**config.mk**
```make
export PLATFORM = sky130hd
export DESIGN_NAME = rsa_decrypt
export DESIGN_NICKNAME = d
export VERILOG_FILES = /design/src/rtl/rsa_decrypt.sv
export SDC_FILE = /design/constraint.sdc
export NUM_CORES = 1
export LEC_CHECK = 0
export CORE_MARGIN = 2
export CORE_UTILIZATION = 50
export DETAILED_ROUTE_END_ITERATION = 16
export DONT_BUFFER_PORTS = 1
export PLACE_DENSITY_LB_ADDON = 0.12
export REMOVE_ABC_BUFFERS = 1
export SYNTH_ARGS = -nofsm -noshare
export SYNTH_HDL_FRONTEND = slang
export SYNTH_SLANG_ARGS = --single-unit
```
**constraint.sdc**
```tcl
create_clock -name clk -period 20.3 [get_ports clk]
set_input_delay 2.03 -clock clk [delete_from_list [all_inputs] [get_ports clk]]
set_output_delay 2.03 -clock clk [all_outputs]
set_load 0.1 [all_outputs]
```
**src/rtl/rsa_decrypt.sv**
```systemverilog
// -----------------------------------------------------------------------------
// rsa_decrypt
//
// Sequential RSA decryptor. It computes plain = cipher^D mod N by scanning the
// D_BITS exponent bits MSB first: one SQUARE cycle per bit, and one MULT cycle
// after each SQUARE whose exponent bit is set. The latency is fixed and does
// not depend on the data.
//
// Optional feature (define RSA_DECRYPT_RANGE_CHECK_EN):
//   When defined, a ciphertext >= N is rejected on the accepting edge. The FSM
//   goes straight to FINISH with error=1 and plain_data=0, and no arithmetic is
//   performed. The default build (macro undefined) has no input check.
//
// Parameters:
//   N       modulus (must be < 4096 so acc fits in 12 bits)
//   D       private exponent
//   D_BITS  number of exponent bits scanned, MSB first
//
// Ports:
//   clk          single clock, rising edge
//   rst_n        synchronous active-low reset
//   start        decrypt request, honoured only in IDLE
//   cipher_data  13-bit ciphertext; bit 12 feeds only the optional range check
//   busy         high during SQUARE/MULT
//   done         one-cycle pulse (FINISH state); plain_data/error valid
//   plain_data   recovered byte, held until the next done
//   error        result (or input) range fault, held until the next done
// -----------------------------------------------------------------------------
module rsa_decrypt #(
    parameter int unsigned N      = 3233,
    parameter int unsigned D      = 2753,
    parameter int unsigned D_BITS = 12
) (
    input  logic        clk,
    input  logic        rst_n,
    input  logic        start,
    input  logic [12:0] cipher_data,
    output logic        busy,
    output logic        done,
    output logic [7:0]  plain_data,
    output logic        error
);

    localparam int unsigned IdxW = (D_BITS > 1) ? $clog2(D_BITS) : 1;
    localparam logic [D_BITS-1:0] DVec = D[D_BITS-1:0];
    localparam logic [23:0] NMod = 24'(N);

    // StIdle/StSquare/StMult/StFinish are the IDLE/SQUARE/MULT/FINISH states.
    typedef enum logic [1:0] {
        StIdle,
        StSquare,
        StMult,
        StFinish
    } state_e;

    state_e          state_q, state_d;
    logic [11:0]     acc_q, acc_d;
    logic [11:0]     base_q, base_d;
    logic [IdxW-1:0] idx_q, idx_d;
    logic [7:0]      plain_q, plain_d;
    logic            err_q, err_d;

    logic [23:0]     prod;
    logic [11:0]     mod_res;
    logic            load_result;
    logic            range_fault;

    // Bit 12 only matters to the optional range check.
    logic unused_cipher_msb;
    assign unused_cipher_msb = cipher_data[12];

`ifdef RSA_DECRYPT_RANGE_CHECK_EN
    assign range_fault = (32'(cipher_data) >= N);
`else
    assign range_fault = 1'b0;
`endif

    // Full-width product, then reduction; acc stays below N.
    always_comb begin
        prod = '0;
        if (state_q == StMult) begin
            prod = {12'b0, acc_q} * {12'b0, base_q};
        end else begin
            prod = {12'b0, acc_q} * {12'b0, acc_q};
        end
        mod_res = 12'(prod % NMod);
    end

    always_comb begin
        state_d     = state_q;
        acc_d       = acc_q;
        base_d      = base_q;
        idx_d       = idx_q;
        plain_d     = plain_q;
        err_d       = err_q;
        load_result = 1'b0;

        unique case (state_q)
            StIdle: begin
                if (start) begin
                    if (range_fault) begin
                        state_d = StFinish;
                        plain_d = 8'd0;
                        err_d   = 1'b1;
                    end else begin
                        base_d  = cipher_data[11:0];
                        acc_d   = 12'd1;
                        idx_d   = IdxW'(D_BITS - 1);
                        state_d = StSquare;
                    end
                end
            end
            StSquare: begin
                acc_d = mod_res;
                if (DVec[idx_q]) begin
                    state_d = StMult;
                end else if (idx_q == '0) begin
                    state_d     = StFinish;
                    load_result = 1'b1;
                end else begin
                    idx_d = idx_q - 1'b1;
                end
            end
            StMult: begin
                acc_d = mod_res;
                if (idx_q == '0) begin
                    state_d     = StFinish;
                    load_result = 1'b1;
                end else begin
                    idx_d   = idx_q - 1'b1;
                    state_d = StSquare;
                end
            end
            StFinish: begin
                state_d = StIdle;
            end
            default: begin
                state_d = StIdle;
            end
        endcase

        // Result is latched from the value being written into acc on FINISH entry.
        if (load_result) begin
            if (mod_res > 12'd255) begin
                plain_d = 8'd0;
                err_d   = 1'b1;
            end else begin
                plain_d = mod_res[7:0];
                err_d   = 1'b0;
            end
        end
    end

    always_ff @(posedge clk) begin
        if (!rst_n) begin
            state_q <= StIdle;
            acc_q   <= '0;
            base_q  <= '0;
            idx_q   <= '0;
            plain_q <= '0;
            err_q   <= 1'b0;
        end else begin
            state_q <= state_d;
            acc_q   <= acc_d;
            base_q  <= base_d;
            idx_q   <= idx_d;
            plain_q <= plain_d;
            err_q   <= err_d;
        end
    end

    assign busy       = (state_q == StSquare) || (state_q == StMult);
    assign done       = (state_q == StFinish);
    assign plain_data = plain_q;
    assign error      = err_q;

endmodule

```
==> impl_metrics.ini, run 1 <==
[setup_path]
required_ns = 20.50
cp-end-kind = flip-flop
r2r_start = acc_q[2]
max_stage_delay_ns = 0.59
crit_top_cell = buf_4
crit_type = flip-flop to flip-flop
critPathLaunch = acc_q[2]
slowest_stage = dfxtp_1
worstPathMaxFanout = 17
arrival_ns = 19.48
critPathLaunchType = flip-flop

[global_routing]
grt.total_usage_pct = 26.8
antenna_found_initial = 0
grt_pass1_vias = 17672
grt_pass1_wl_mm = 87.7
grt-ovfl-total = 0
grt_max_degree = 52

[routing]
first_iter_violations = 1233
ant_nets = 0
drc = 0
wirelength_mm = 51.9
wl_per_cell_microns = 17.4
vias = 18027
vias_per_cell = 6.05
dr.pass1.iters = 6

[logic_synthesis]
avgSynthCellArea_sq_um = 7.81
synth_seq_cells = 40
syn-cell-area_sq_um = 18600
synth-edff-count = 0
ys_types = 137
ys.flop_type = dfxtp_1
async_flop_share_pct = 0
ys_seq_area_share_pct = 4.31
yosysWarnings = 0
synthCells = 2380

[placed_design]
post-dp-hpwl_mm = 42.3
place_ws_ns = 0.143
numPortBuffers = 0
place_congestion = 0.895

[die]
core-area_sq_um = 36600
ioPinCount = 27
dieHeight_microns = 197
initial_core_util_pct = 50.8
die_area_sq_um = 38700
die_width_microns = 197
num_rows = 70

[layout]
mostFrequentLayoutCell = nand2_1
drive_gt1_share_pct = 16.4
area_growth_pct = 11.8
diodes = 0
final_cell_mix = nand2_1, inv_1, buf_4
final_util_pct = 56.8
final_nets = 2837

[cts]
cts_hold_buf = 0
clkTransAtPathRegs_ns = 0.06
cts_tree = done
clockRootBuffer = clkbuf_16
cts_buffer_depth = 2
numClockSinks = 40
numCtsBuffers = 5
clock_latency_ns = 0.28
cts_htree_levels = 2

[sta]
fin_ws_ns = 1.02
hold_viol = 0
maxSlewHeadroom_pct = 28.7
skew_ns = 0.00237
setup_tns_ns = 0
worstMarginPinSlew_ns = 1.07
fin_crit_sh_pct = 95.0
fmax_mhz = 51.9
holdWs_ns = 0.565
slew_viol_final = 0
period_needed_ns = 19.28
setup_violations = 0

[worst_hold_path]
worstHoldStart = idx_q[3]
hp-class = flip-flop to flip-flop

[run]
drv_cap = 0

[status]
outcome = completed
-- critical path: cells and delay by family (launching register included) --
kind	cells	cell delay [ns]
AOI/OAI and AO/OA	39	9.30
xor gates and xnor gates	2	0.28
adders and majority gates	8	3.24
buffers and inverters	9	1.30
DFF	1	0.59
muxes	2	0.63
and+or+nand+nor	12	3.80
-- registers in the layout (all words and copies together), names as in the netlist, named ones only --
signal      cells
acc_q          12
base_q         12
plain_data      8
state_q         2
idx_q           4
error           1
-- area by class of cell --
type                    count  area [sq um]
repair buffers            204          1540
clock inverters             3          46.3
multi-input cells        1971         16600
well taps                 468           586
clock buffers               5           125
fillers                  3475         15800
flip-flops and latches     40           821
inverters                 287          1080
-- worst paths after layout --
kind | to | slack [ns] | cells after the start
worst max register to register | plain_data[0] | 1.02 | 72
worst min register to register | idx_q[3] | 0.57 | 2
worst max-delay path | plain_data[0] | 1.02 | 72
worst min-delay path | idx_q[3] | 0.57 | 2
-- cells in the mapped netlist, types with 29 or more instances --
master	number	area [sq um]
dfxtp_1	40	801
mux2i_1	29	290
o211ai_1	42	315
a21o_1	35	263
nand3_1	54	270
a31oi_1	29	181
o21ai_1	36	180
inv_1	285	1070
and3_1	29	181
nor3_1	41	205
fa_1	182	3640
xor2_1	29	254
ha_1	130	1630
nand2_1	298	1120
clkbuf_1	53	199
o21ai_0	55	275
a21oi_1	121	606
nor2_1	131	492
xnor2_1	72	631
and2_1	126	788
a211oi_1	33	248
-- per-stage QoR --
step                      area (sq um)  std cells
after global routing             20800       2978
after detailed placement         20200       2952
after floorplan                  18200       2298
after global placement           20200       2952
final                            20800       2978
after CTS                        20400       2960
-- kinds of logic (layout without fill, tap and decap cells) --
family / after synthesis / count (layout) / share of synthesized area (%)
AOI/OAI and AO/OA: 647 / 647 / 27.7
muxes: 51 / 51 / 3.04
and+or+nand+nor: 848 / 848 / 23.0
adders and majority gates: 316 / 316 / 28.6
DFF: 40 / 40 / 4.31
buffers and inverters: 369 / 499 / 7.90
xor gates and xnor gates: 109 / 109 / 5.52
-- per-layer routing --
metal,vias to the layer above,GRT usage (%),share of wire (%)
met4,0,4.23,1.3
met5,-,0,0
met3,54,1.08,4.0
met2,477,46.0,48
met1,8795,38.1,47
li1,8701,-,-
-- timing repair --
item | in CTS | in global routing
endpoints found under the hold margin | 0 | 0
setup buffers | 0 | 18
gates resized for setup | 0 | 62
endpoints found under the setup margin | 0 | 21
Power of run 1 is not shown: default switching activity piles up to over one toggle a cycle in this logic, so the estimate is an artifact.
==> inputs of run 2 (changes only) <==
--- a/config.mk
+++ b/config.mk
@@ -5,12 +5,14 @@
 export SDC_FILE = /design/constraint.sdc
 export NUM_CORES = 1
 export LEC_CHECK = 0
+export ABC_AREA = 1
 export CORE_MARGIN = 2
 export CORE_UTILIZATION = 50
 export DETAILED_ROUTE_END_ITERATION = 16
 export DONT_BUFFER_PORTS = 1
 export PLACE_DENSITY_LB_ADDON = 0.12
 export REMOVE_ABC_BUFFERS = 1
+export SLEW_MARGIN = 20
 export SYNTH_ARGS = -nofsm -noshare
 export SYNTH_HDL_FRONTEND = slang
 export SYNTH_SLANG_ARGS = --single-unit
==> run 2 against run 1 <==
Final cell count grew 12%. Flip-flop and latch count unchanged. Fmax grew 5.2%. Critical path depth is 44 higher. Worst hold slack lost 0.058 ns. Cell area decreased by 12%. Register-to-register slack improved by 0.95 ns. Global-route usage is 4.0 points lower. Clock skew up 0.0035 ns. Routed wire length decreased by 19%. Critical endpoint is now plain_data[1]. Largest cell class unchanged. Highest routed layer unchanged.
==> impl_metrics.ini, run 2 <==
[logic_synthesis]
ys.flop_type = dfxtp_1
synth_commonest_cells = nand2_1, inv_1, nand3_1, nor2_1, fa_1
synthCells = 2915
yosysWarnings = 0
syn-cell-area_sq_um = 18000
avgSynthCellArea_sq_um = 6.16
synth_top_area_share_pct = 20.3
synth.most_common_cell = nand2_1
async_flop_share_pct = 0
ys_seq_area_share_pct = 4.46
synth-edff-count = 0
ys_types = 57
synth_area_leaders = fa_1, nand2_1, inv_1, ha_1, nand3_1
synth_seq_cells = 40
synth_area_leader_cell = fa_1

[routing]
wl_per_cell_microns = 12.6
first_iter_violations = 824
drc = 0
dr.pass1.iters = 5
vias_per_cell = 5.08
vias = 16897
ant_nets = 0
wirelength_mm = 42.0

[placed_design]
numPortBuffers = 0
post-dp-hpwl_mm = 35.5
place_congestion = 0.870

[sta]
setup_violations = 0
slew_viol_final = 0
hold_viol = 0
rsz0062_at_grt = false
worstMarginPinSlew_ns = 1.07
skew_ns = 0.00589
maxSlewHeadroom_pct = 28.4
setup_tns_ns = 0
fin_crit_sh_pct = 90.3
period_needed_ns = 18.33
fmax_mhz = 54.5

[die]
dieHeight_microns = 193
core-area_sq_um = 35500
initial_core_util_pct = 50.6
die_width_microns = 193
num_rows = 69
ioPinCount = 27
die_area_sq_um = 37400

[status]
outcome = completed

[setup_path]
crit_type = flip-flop to flip-flop
arrival_ns = 18.53
required_ns = 20.50
cp-end-kind = flip-flop
max_stage_delay_ns = 0.78
slowest_stage = dfxtp_1
critPathLaunchType = flip-flop
worstPathMaxFanout = 20

[global_routing]
grt_pass1_vias = 16404
grt-ovfl-total = 0
grt_pass1_wl_mm = 74.4
antenna_found_initial = 0
grt.total_usage_pct = 22.8
grt_max_degree = 28

[layout]
fill_cells = 3697
mostFrequentLayoutCell = nand2_1
final_cell_mix = nand2_1, inv_1, nand3_1
diodes = 0
final_nets = 3192
drive_gt1_share_pct = 9.95
area_growth_pct = 2.41

[cts]
cts_buffer_depth = 2
numClockSinks = 40
clkTransAtPathRegs_ns = 0.06
clockRootBuffer = clkbuf_16
clock_latency_ns = 0.28
cts_tree = done
cts_htree_levels = 2
numCtsBuffers = 5
postCtsSetupBuffers = 0

[worst_hold_path]
hp-class = flip-flop to flip-flop

[run]
drv_cap = 0
## run 2: cell count changes after synthesis, sizes merged, moves of 43 or more
cell,change
nand2,+732
inv,+312
nand3,+232
and2,-125
nor2,+95
xnor2,-64
a21oi,-49
o211ai,-45
a211oi,-43
## run 2: per-layer routing
| layer | GRT usage [%] | vias to the layer above | routed length (microns) |
|---|---|---|---|
| met5 | 0 | - | 0 |
| met4 | 3.68 | 0 | 586 |
| met3 | 0.785 | 48 | 1290 |
| met2 | 40.5 | 283 | 20000 |
| met1 | 31.3 | 7824 | 20200 |
| li1 | - | 8742 | - |
## run 2: layout make-up
type / count / area, sq um / area share [%]
multi-input cells: 2194 / 14400 / 78.4
well taps: 461 / 577 / 3.14
clock inverters: 2 / 38.8 / 0.211
repair buffers: 15 / 113 / 0.613
clock buffers: 6 / 139 / 0.755
inverters: 608 / 2290 / 12.5
flip-flops and latches: 40 / 815 / 4.43
## run 2: through the flow
step / utilization [%] / cell area, sq um / hold WS, ns / setup slack (ns) / cells
detailed placement: 51.3 / 18200 / 0.501 / 1.45 / 3318
global placement: 51.3 / 18200 / 0.490 / 1.77 / 3318
CTS: 51.8 / 18400 / 0.513 / 1.41 / 3326
floorplan: - / 17500 / 0.472 / 4.64 / 2842
finish: 51.8 / 18400 / 0.507 / 1.97 / 3326
global route: 51.8 / 18400 / 0.540 / 0.0228 / 3326
## run 2: cells by family (layout without fill, tap and decap cells)
family                   after synthesis  after routing  synth area share, %
flip-flops                            40             40                 4.46
AND/OR/NAND/NOR                     1622           1622                 41.1
AO/OA/AOI/OAI                        188            188                 6.19
XOR/XNOR                              71             71                 3.51
multiplexers                           1              1               0.0627
adder cells (fa/ha/maj)              312            312                 29.4
buffers and inverters                681            631                 15.3
## run 2: what timing repair did
item | CTS | global route
hold buffers | 0 | 0
gates resized for setup | 0 | 15
endpoints found under the setup margin | 0 | 21
## run 2: critical path: cells and delay by family, from the launching register on
kind            cells  cell delay (ns)
fa+ha+maj           8             3.33
flops               1             0.78
simple gates       90            11.77
buf+inv            13             1.14
compound gates      5             1.18
## run 2: final timing paths
| kind | from | endpoint | slack (ns) | depth (start not counted) |
|---|---|---|---|---|
| min reg2reg | state_q[1] | state_q[1] | 0.51 | 2 |
| max | acc_q[1] | plain_data[1] | 1.97 | 116 |
| max reg2reg | acc_q[1] | plain_data[1] | 1.97 | 116 |
| min | state_q[1] | state_q[1] | 0.51 | 2 |
Power of run 2 is left out for the same reason.
==> edit 1 (settings of run 2) <==
Add a define of `RSA_DECRYPT_RANGE_CHECK_EN`.
--- a/src/rtl/rsa_decrypt.sv
+++ b/src/rtl/rsa_decrypt.sv
@@ -26,6 +26,8 @@
 //   plain_data   recovered byte, held until the next done
 //   error        result (or input) range fault, held until the next done
 // -----------------------------------------------------------------------------
+`define RSA_DECRYPT_RANGE_CHECK_EN
+
 module rsa_decrypt #(
     parameter int unsigned N      = 3233,
     parameter int unsigned D      = 2753,
Check against the original RTL: not equivalent (a bounded check fails within 4 cycles, from zero or initial values and one cycle with rst_n low).
==> edit 1 against run 2 <==
Hold slack gained 0.0044 ns; die area is 1.3% higher; area after synthesis rose by 1.3%; cell area is 1.6% higher; setup slack gained 0.14 ns; non-clock buffer count is 1 lower; wire length up 8.3%; sequential cell count unchanged; largest cell class unchanged; highest routed layer unchanged.
Power is left out: the tool's default activity adds up to more than one toggle a clock period on the data nets, which glitch-free logic cannot reach.
==> edit 1: results (changes against run 2) <==
* Commonest cells post-synth: 1,018 x nand2_1, 594 x inv_1, 288 x nand3_1 (was 910 x nand2_1, 553 x inv_1, 264 x nand3_1)
* Met2 usage in global routing at 0.423 (was 0.405)
* Min Hold Slack at 0.512 ns (was 0.507 ns)
* Vias per inst at 5.12 (was 5.08)
* Status: finished clean (unchanged)
* Placed cell area at 18,500 um^2 (was 18,200 um^2)
* Layout net count at 3,330 (was 3,192)
* Routed WL per cell at 13.1 um (was 12.6 um)
* Worst Path Arrival at 18.39 ns (was 18.53 ns)
* Met3 Usage GRT at 0.0189 (was 0.00785)
* Post-synthesis adder-cell area fraction at 0.290 (was 0.294)
* CP peak stage delay at 0.64 ns (was 0.78 ns)
* Placed Cells at 3,456 (was 3,318)
* Cell depth of the worst flop-to-flop path at 115 (was 116)
* Synth Area in XOR/XNOR at 0.0299 (was 0.0351)
* Layout cells sized above 1 at 0.0823 (was 0.0995)
* Compound-Gate Fraction of Synth Area at 0.0627 (was 0.0619)
* Synth unique cells at 56 (was 57)
* R2r endpoint: plain_data[5]$_SDFFE_PN0P_ (was plain_data[1]$_SDFFE_PN0P_)
* Slowest cell on crit path: dfxtp_2 (was dfxtp_1)
* Metal3 WL at 2.06 mm (was 1.29 mm)
* Metal2 WL at 21.5 mm (was 20.0 mm)
* GPL Wtd Cong at 0.981 (was 0.870)
* CTS root buf: clkbuf_16 (unchanged)
* R2r setup slk at 2.11 ns (was 1.97 ns)
* Vias in the first global route at 16,833 (was 16,404)
* GRT met1 Usage at 0.338 (was 0.313)
* Multiplexer share of the synthesized area at 0.00117 (was 0.000627)
* Setup Slack @ Placement at 1.36 ns (was 1.45 ns)
* Clock Skew at 0.00419 ns (was 0.00589 ns)
* Largest cells by area after synthesis: nand2_1 21%, fa_1 20%, inv_1 12% (was fa_1 20%, nand2_1 19%, inv_1 12%)
* First-pass GRT wire length at 78.3 mm (was 74.4 mm)
* Post-CTS Resized at 0 (unchanged)
* Clock transition at the registers of the reported paths at 0.06 ns (about the same)
* Final HPWL DP at 37.8 mm (was 35.5 mm)
* Pin count of the biggest net entering global routing at 31 (was 28)
* Worst r2r src: acc_q[7]$_SDFFE_PN0P_ (was acc_q[1]$_SDFFE_PN0P_)
* Slew headroom at 0.298 (was 0.284)
* Vias at 17,732 (was 16,897)
* DRT Pass-1 Iters at 6 (was 5)
* Routed metal-1 wirelength at 21.6 mm (was 20.2 mm)
* DR iter-0 viols at 1,294 (was 824)
* Worst Hold End: acc_q[0]$_SDFFE_PN0P_ (was state_q[1]$_SDFFE_PN0P_)
* Starting Density at 0.509 (was 0.506)
* Average size of a mapped cell at 5.94 um^2 (was 6.16 um^2)
* Hold path start: acc_q[0]$_SDFFE_PN0P_ (was state_q[1]$_SDFFE_PN0P_)
* Sequential fraction of the synthesis area at 0.0440 (was 0.0446)
* Crit-path max FO at 17 (was 20)
* GRT Overall Usage at 0.243 (was 0.228)
* Hold crit path type: register to register (unchanged)
edit 1: cell count changes in the layout (fill, tap and decap cells not counted), sizes merged, moves of 3 or more:
| cell | before | now |
|---|---|---|
| o21bai | 3 | 7 |
| a21oi | 82 | 100 |
| xor2 | 56 | 49 |
| nand4 | 36 | 48 |
| nor3 | 14 | 20 |
| nand3b | 12 | 6 |
| o22ai | 4 | 1 |
| nand2 | 1033 | 1101 |
| nor2 | 232 | 216 |
| o21ai | 79 | 66 |
| nor4 | 0 | 3 |
| nand3 | 287 | 302 |
| inv | 598 | 656 |
edit 1: worst max-delay path by stage:
| stage | startpoint | endpoint | cells past startpoint | slack (ns) |
|---|---|---|---|---|
| after floorplan | acc_q[11]$_SDFFE_PN0P_ | acc_q[11]$_SDFFE_PN0P_ | 112 | 4.18 |
| final | acc_q[7]$_SDFFE_PN0P_ | plain_data[5]$_SDFFE_PN0P_ | 115 | 2.11 |
| after detailed placement | acc_q[11]$_SDFFE_PN0P_ | acc_q[11]$_SDFFE_PN0P_ | 111 | 1.36 |
| after global routing | acc_q[8]$_SDFFE_PN0P_ | plain_data[5]$_SDFFE_PN0P_ | 115 | 0.02 |
| after CTS | acc_q[11]$_SDFFE_PN0P_ | acc_q[11]$_SDFFE_PN0P_ | 111 | 1.32 |
| after global placement | acc_q[11]$_SDFFE_PN0P_ | plain_data[5]$_SDFFE_PN0P_ | 111 | 1.95 |
edit 1: layout make-up:
cell class | instances | area [um^2]
clock buffers | 6 | 129
clock inverters | 2 | 35.0
fillers | 3744 | 17100
inverters | 664 | 2490
multi-input cells | 2277 | 14500
flip-flops and latches | 40 | 817
well taps | 461 | 577
repair buffers | 14 | 109
==> edit 2 (settings of run 2) <==
Made on the original files. Re-encode `state_e` (4 states) as one-hot, 4 bits wide.
--- a/src/rtl/rsa_decrypt.sv
+++ b/src/rtl/rsa_decrypt.sv
@@ -46,11 +46,11 @@
     localparam logic [23:0] NMod = 24'(N);
 
     // StIdle/StSquare/StMult/StFinish are the IDLE/SQUARE/MULT/FINISH states.
-    typedef enum logic [1:0] {
-        StIdle,
-        StSquare,
-        StMult,
-        StFinish
+    typedef enum logic [3:0] {
+        StIdle   = 4'b0001,
+        StSquare = 4'b0010,
+        StMult   = 4'b0100,
+        StFinish = 4'b1000
     } state_e;
 
     state_e          state_q, state_d;
Behaviour: no difference found for any inputs over 10 cycles, from zero or initial values and one cycle with rst_n low; not proved beyond that.
==> edit 2 against run 2 <==
Cell area rose by 12%; setup slack lost 0.18 ns; wire length rose by 9.1%; sequential cell count up 2; via count up 2.1%; area after synthesis rose by 12%; highest routed layer unchanged.
Power is not shown: default switching activity piles up to over one toggle a cycle in this logic, so the estimate is an artifact.
==> edit 2: results (changes against run 2) <==
* Min Hold Slack at 0.515 ns (was 0.507 ns)
* Worst Path Arrival at 18.65 ns (was 18.53 ns)
* Top routing layer in use: met4 (unchanged)
* R2r setup slk at 1.79 ns (was 1.97 ns)
* Layout cells sized above 1 at 0.206 (was 0.0995)
* Metal3 WL at 1.19 mm (was 1.29 mm)
* DR iter-0 viols at 775 (was 824)
* Commonest cells post-synth: 709 x nand2_1, 541 x inv_1, 222 x nand3_1 (was 910 x nand2_1, 553 x inv_1, 264 x nand3_1)
* Routed WL per cell at 13.5 um (was 12.6 um)
* Metal2 WL at 22.9 mm (was 20.0 mm)
* Crit. Startpoint: acc_q[5]$_SDFFE_PN0P_ (was acc_q[1]$_SDFFE_PN0P_)
* Multiplexer share of the synthesized area at 0.000561 (was 0.000627)
* Clock Skew at 0.00880 ns (was 0.00589 ns)
* Met3 Usage GRT at 0.00925 (was 0.00785)
* Worst Hold End: state_q[2]$_SDFFE_PN0P_ (was state_q[1]$_SDFFE_PN0P_)
* CP peak stage delay at 0.67 ns (was 0.78 ns)
* Layout net count at 3,188 (was 3,192)
* Cell depth of the worst flop-to-flop path at 111 (was 116)
* First-pass GRT wire length at 79.7 mm (was 74.4 mm)
* R2r endpoint: error$_SDFFE_PN0P_ (was plain_data[1]$_SDFFE_PN0P_)
* GRT met1 Usage at 0.300 (was 0.313)
* Met2 usage in global routing at 0.420 (was 0.405)
* Slew @ Worst Pin at 0.981 ns (was 1.07 ns)
* Asr flop ratio synth at 0 (unchanged)
* Compound-Gate Fraction of Synth Area at 0.0659 (was 0.0619)
* Largest cells by area after synthesis: fa_1 18%, nand2_1 13%, inv_1 10% (was fa_1 20%, nand2_1 19%, inv_1 12%)
* Post-synthesis adder-cell area fraction at 0.259 (was 0.294)
* Routed metal-1 wirelength at 21.5 mm (was 20.2 mm)
* Vias per inst at 5.09 (was 5.08)
* GPL Wtd Cong at 0.850 (was 0.870)
* Pin count of the biggest net entering global routing at 36 (was 28)
* Synth Area in XOR/XNOR at 0.0330 (was 0.0351)
* GRT Overall Usage at 0.226 (was 0.228)
* Sequential fraction of the synthesis area at 0.0419 (was 0.0446)
* Initial antenna violation count at 0 (unchanged)
* Fill count at 4,068 (was 3,697)
* Final HPWL DP at 38.6 mm (was 35.5 mm)
* Status: finished clean (unchanged)
* Post-CTS setup buffers at 0 (unchanged)
* Crit-path max FO at 18 (was 20)
* Vias in the first global route at 17,168 (was 16,404)
* Synth unique cells at 69 (was 57)
edit 2: metrics by stage:
step / std cells / worst slack, ns / util / instance area, um^2
4_1_cts: 3391 / 1.26 / 0.518 / 20500
6_report: 3391 / 1.79 / 0.518 / 20500
5_1_grt: 3391 / 0.0954 / 0.518 / 20500
3_3_place_gp: 3383 / 1.54 / 0.513 / 20300
3_5_place_dp: 3383 / 1.29 / 0.513 / 20300
2_1_floorplan: 2837 / 4.17 / - / 19500
edit 2: area by class of cell:
type                            instances  area share
Multi-Input combinational cell       2184       0.793
Inverter                              611       0.117
Sequential cell                        42      0.0412
Tap cell                              525      0.0320
Timing Repair Buffer                   21     0.00865
Clock buffer                            6     0.00628
Clock inverter                          2     0.00183
edit 2: worst max-delay path: cells and delay by family, from the launching register on:
family	cells	cell delay [ns]
AO/OA/AOI/OAI	9	1.48
buffers and inverters	10	0.97
flip-flops	1	0.67
adder cells (fa/ha/maj)	7	3.18
XOR/XNOR	1	0.28
AND/OR/NAND/NOR	84	11.68
